### src/rtl/multu_datapath_pkg.sv
// multu_datapath_pkg: operand width and add/shift phase encoding shared by the multiply datapath
package multu_datapath_pkg;
  localparam int MULTU_W = 32;
  typedef enum logic {A_S_ADD = 1'b0, A_S_SHIFT = 1'b1} a_s_e;
endpackage

### src/rtl/multu_acc_adder.sv
// multu_acc_adder: W-bit + W-bit accumulator adder with carry-out (a, b -> sum, carry)
module multu_acc_adder
  import multu_datapath_pkg::*;
#(
  parameter int W = MULTU_W
) (
  input  logic [W-1:0] a,
  input  logic [W-1:0] b,
  output logic [W-1:0] sum,
  output logic         carry
);
  assign {carry, sum} = a + b;
endmodule

### src/rtl/multu_datapath.sv
// multu_datapath: shift-add unsigned multiply datapath (load/step/a_s/add0 drive prod; done/result_ack handshake hi/lo/result_valid/overrun; prod_lsb feeds control)
module multu_datapath
  import multu_datapath_pkg::*;
#(
  parameter int WIDTH = MULTU_W
) (
  input  logic             clk,
  input  logic             reset_n,
  input  logic             load,
  input  logic [WIDTH-1:0] op_a,
  input  logic [WIDTH-1:0] op_b,
  input  logic             step,
  input  logic             a_s,
  input  logic             add0,
  input  logic             done,
  input  logic             result_ack,
  output logic             prod_lsb,
  output logic [WIDTH-1:0] hi,
  output logic [WIDTH-1:0] lo,
  output logic             result_valid,
  output logic             overrun
);
  logic [WIDTH-1:0]   mcand;
  logic [2*WIDTH-1:0] prod;
  logic               carry;
  logic [WIDTH-1:0]   sum;
  logic               cout;
  multu_acc_adder #(.W(WIDTH)) u_add (
    .a    (prod[2*WIDTH-1:WIDTH]),
    .b    (add0 ? '0 : mcand),
    .sum  (sum),
    .carry(cout)
  );
  assign prod_lsb = prod[0];
  always_ff @(posedge clk) begin
    if (!reset_n) begin
      mcand        <= '0;
      prod         <= '0;
      carry        <= 1'b0;
      hi           <= '0;
      lo           <= '0;
      result_valid <= 1'b0;
      overrun      <= 1'b0;
    end else begin
      if (load) begin
        mcand <= op_a;
        prod  <= {{WIDTH{1'b0}}, op_b};
        carry <= 1'b0;
      end else if (step && a_s_e'(a_s) == A_S_SHIFT) begin
        prod  <= {carry, prod[2*WIDTH-1:1]};
        carry <= 1'b0;
      end else if (step) begin
        prod[2*WIDTH-1:WIDTH] <= sum;
        carry                 <= cout;
      end
      if (done) begin
        hi           <= prod[2*WIDTH-1:WIDTH];
        lo           <= prod[WIDTH-1:0];
        result_valid <= 1'b1;
        overrun      <= overrun | (result_valid & ~result_ack);
      end else if (result_ack) begin
        result_valid <= 1'b0;
      end
    end
  end
endmodule
### config.mk
export PLATFORM = sky130hd
export DESIGN_NAME = multu_datapath
export DESIGN_NICKNAME = d
export VERILOG_FILES = /design/src/rtl/multu_datapath_pkg.sv /design/src/rtl/multu_acc_adder.sv /design/src/rtl/multu_datapath.sv
export SDC_FILE = /design/constraint.sdc
export NUM_CORES = 1
export LEC_CHECK = 0
export CORE_MARGIN = 8
export CORE_UTILIZATION = 54
export DETAILED_ROUTE_END_ITERATION = 10
export HOLD_SLACK_MARGIN = 0.02
export PLACE_DENSITY = 0.81
export SKIP_LAST_GASP = 1
export SYNTH_ARGS = -nofsm -noshare
export SYNTH_HDL_FRONTEND = slang
export SYNTH_SLANG_ARGS = --single-unit
### constraint.sdc
create_clock -name clk -period 4.55 [get_ports clk]
set_clock_uncertainty 0.15 [all_clocks]
set_input_delay 0.91 -clock clk [delete_from_list [all_inputs] [get_ports clk]]
set_output_delay 0.91 -clock clk [all_outputs]
set_load 0.1 [all_outputs]
==> summary.md <==
| Metric | Value |
|---|---|
| Most common cell after layout, fill and taps aside | `dfxtp_1` |
| Worst Tran Pin Value | `roughly 1.1 ns` |
| Pin count of the biggest net entering global routing | `78` |
| Worst endpoint required time | `roughly 4.7 ns` |
| RSZ-0062 raised after global routing | `false` |
| Synth Flop Type | `dfxtp_1` |
| Root buf cell | `clkbuf_16` |
| Drt first-iter violations | `approximately 420` |
| Vias in the first global route | `~6.8k` |
| Htree depth | `4` |
| Clock share of power | `0.428` |
| Status | `finished clean` |
| Switching share of power | `0.267` |
| Slowest stage delay, CP | `0.55 ns` |
| Post-CTS setup buffers | `0` |
| Crit start category | `input pin` |
| Worst Setup Path Type | `input pin to flop` |
| Via count | `6780` |
| Max IR drop VDD | `~0.27 mV` |
| HP Start | `overrun` |
| Worst setup EP type | `flop` |
| Cells after synthesis | `about 930` |
| Nets | `between 1k and 1.5k` |
| Placer Congestion | `between 0.8 and 0.9` |
| Die area | `just under 0.02 mm2` |
| CTS sink count | `163` |
| Top cells by area, synth | `dfxtp_1 (39%), mux2i_1 (16%), nor2b_1 (10%)` |
| Post-Syn Nets | `about 1.0k` |
| CTS tree | `done` |
| I/O Pins | `139` |
| Final Hold Violating Endpoints | `0` |
| Core area | `0.0152 mm2` |
| Cell-by-cell trace of the critical path | `clkdlybuf4s50_1, buf_12, nor2b_1, fa_1, a21o_1, a31oi_1, o21ai_0, a311oi_1, o21bai_1, xor2_1, mux2i_1, a21oi_1` |
| Min-Delay Path Class | `flop to flop` |
| Global-route wire length before repair | `around 34000 um` |
| Drc violations | `0` |
| Hold Buf Count CTS | `0` |
| Layout area overhead | `24.7%` |
| # fillers | `between 1k and 1.5k` |
| R2r setup slk | `approximately 1.5 ns` |
| Resized cells post-CTS | `0` |
| Seq pwr share | `0.426` |
| GRT overflow | `0` |
| Worst Setup SP | `add0` |
| Detailed Place HPWL | `between 10000 and 15000 um` |
| R2R cell count | `11` |
| Yosys top cell by area | `dfxtp_1` |
| # rows | `between 40 and 50` |
| Crit path max-delay family | `compound AO/OA/AOI/OAI gates` |
| Initial antenna violation count | `0` |
| Yosys top cell area share | `0.388` |
| Via density | `roughly 5.5` |
| Die Span Y | `approximately 140 um` |
| FF+latch area | `roughly 0.0033 mm2` |
| Crit Path Max Fanout | `31` |
| Clock Tree Buf Depth | `2` |
| Clock transition at path regs | `roughly 0.07 ns` |
| FFs w/ async S/R, synth | `0` |
| Post-synthesis sequential area ratio | `0.388` |
| Slowest CP cell | `a311oi_1` |
| TritonRoute pass-1 iters | `5` |
| Antenna Cells | `0` |
| Mapped Avg Cell Area | `9.09 um2` |
| Worst Hold Path EP | `overrun` |
| Worst Path Arrival | `between 3 and 4 ns` |
| Share of layout cells above drive strength 1 | `0.0470` |
| Multi-input combinational cell area | `roughly 0.0049 mm2` |
| I/O Buffers | `between 100 and 150` |
| Pwr Density | `between 300 and 400 mW/mm2` |
| EDFF count, synth | `0` |
| Max-slew violations | `0` |
| GR Util All Layers | `0.206` |
| Combinational power share | `0.145` |
| Clock latency on the worst-skew pair | `around 0.43 ns` |
| TNS Setup | `0 ns` |
| Initial Util | `0.553` |
| Synthesized area | `between 0.008 and 0.009 mm2` |
| Pwr Total | `approximately 3.6 mW` |
| Slew headroom | `0.237` |
| Commonest non-fill, non-tap cells in the layout | `dfxtp_1 (163), mux2i_1 (138), nor2b_1 (134), clkdlybuf4s50_1 (134), nand2_1 (75)` |
| Setup Viol. Count Final | `0` |
| Total CTS buffers | `17` |
| Leakage | `4.59 nW` |
| Antenna viol nets, final | `0` |
| Synth cell types | `between 50 and 60` |
| Period utilization | `0.823` |
| WHS Path Cells | `2` |
| Detailed Route WL | `between 20000 and 25000 um` |
| Die Wd | `between 100 and 150 um` |
| Count of state elements after synthesis | `around 160` |
| Max Clock Freq | `~0.27 GHz` |
| Internal power | `~2.6 mW` |
| Syn. warnings | `0` |
| Drt wl/cell | `about 16 um` |
| WP buf/inv | `2` |
| R2r endpoint | `prod[46]` |
| FF-to-FF Start | `mcand[0]` |
| Min Tclk post-route | `~3.7 ns` |
| P_sw | `around 960 uW` |
| Max_cap viols | `0` |
power by group through the flow:
stage / Combinational (mW) / Clock (mW) / Sequential, mW
4_1_cts: 0.522 / 1.57 / 1.53
3_3_place_gp: 0.512 / 0 / 1.56
5_1_grt: 0.561 / 1.62 / 1.54
6_report: 0.520 / 1.54 / 1.53
2_1_floorplan: 0.259 / 0 / 1.66
3_5_place_dp: 0.519 / 0 / 1.56
worst register-to-register path, stage by stage, from the launching register on:
cell and delay (ns):
dfxtp_1 0.32, nor2b_1 0.15, ha_1 0.22, fa_1 0.40, a21o_1 0.22, a31oi_1 0.19, o21ai_0 0.24, a311oi_1 0.55
o21bai_1 0.13, xor2_1 0.16, mux2i_1 0.14, a21oi_1 0.09
cell families (layout without fill, tap and decap cells):
kind of cell	Yosys count	after routing	synth area share
buffers and inverters	69	186	0.0316
DFF	163	163	0.388
xor gates and xnor gates	27	27	0.0281
and+or+nand+nor	302	302	0.195
muxes	138	138	0.164
AOI/OAI and AO/OA	193	193	0.143
adders and majority gates	33	33	0.0500
metrics by stage:
| stage | hold slack (ns) | cell area, um2 | setup slack [ns] | utilization | cells |
|---|---|---|---|---|---|
| global route | 0.389 | 10500 | 0.574 | 0.689 | 1230 |
| global placement | 0.318 | 9850 | 0.440 | 0.648 | 1198 |
| floorplan | 0.324 | 8400 | 0.967 | - | 925 |
| CTS | 0.349 | 10500 | 0.842 | 0.689 | 1230 |
| finish | 0.348 | 10500 | 0.806 | 0.689 | 1230 |
| detailed placement | 0.329 | 9850 | 0.389 | 0.648 | 1198 |
final cells by class:
type                            count  area share
Clock buffer                       18      0.0410
Sequential cell                   163       0.311
Tap cell                          188      0.0224
Timing Repair Buffer              147       0.138
Clock inverter                     14      0.0191
Multi-Input combinational cell    693       0.466
Inverter                            7     0.00251
synthesized netlist by cell type, types with 2 or more instances:
library cell	number
and2_1	36
and4_1	2
o211a_1	3
nand3_1	3
a311oi_1	4
o211ai_1	9
buf_2	2
a21oi_1	45
a211oi_1	6
o21ai_0	62
a21o_1	19
and3_1	3
nor2b_1	134
nand4_1	6
nand2b_1	4
or3_1	2
o21ai_1	2
a211o_1	2
nor2_1	25
nand2_1	76
o21bai_1	4
a31oi_1	16
clkbuf_1	49
nor3_1	6
inv_1	6
mux2i_1	138
xor2_1	18
xnor2_1	9
ha_1	32
o221ai_1	5
a221oi_1	2
o31ai_1	3
dfxtp_1	163
buf_1	10
worst max-delay path by stage:
stage / cells after the start / slack, ns / endpoint
4_1_cts: 12 / 0.84 / prod[46]
2_1_floorplan: 12 / 0.97 / prod[46]
3_5_place_dp: 12 / 0.39 / prod[46]
3_3_place_gp: 12 / 0.44 / prod[48]
6_report: 12 / 0.81 / prod[46]
5_1_grt: 12 / 0.57 / prod[63]
per-layer routing:
layer | track usage | share of wire | up-vias
met2 | 0.340 | 0.47 | 170
met4 | 0.0690 | 0.017 | 0
met3 | 0.0587 | 0.061 | 29
met5 | 0 | 0 | -
li1 | - | - | 3432
met1 | 0.254 | 0.46 | 3149
registers in the layout, summed over array words and instances, names as in the netlist:
register / flops
hi: 32
prod: 64
overrun: 1
carry: 1
result_valid: 1
lo: 32
mcand: 32
No activity file was read; power rests on OpenSTA's default activity.
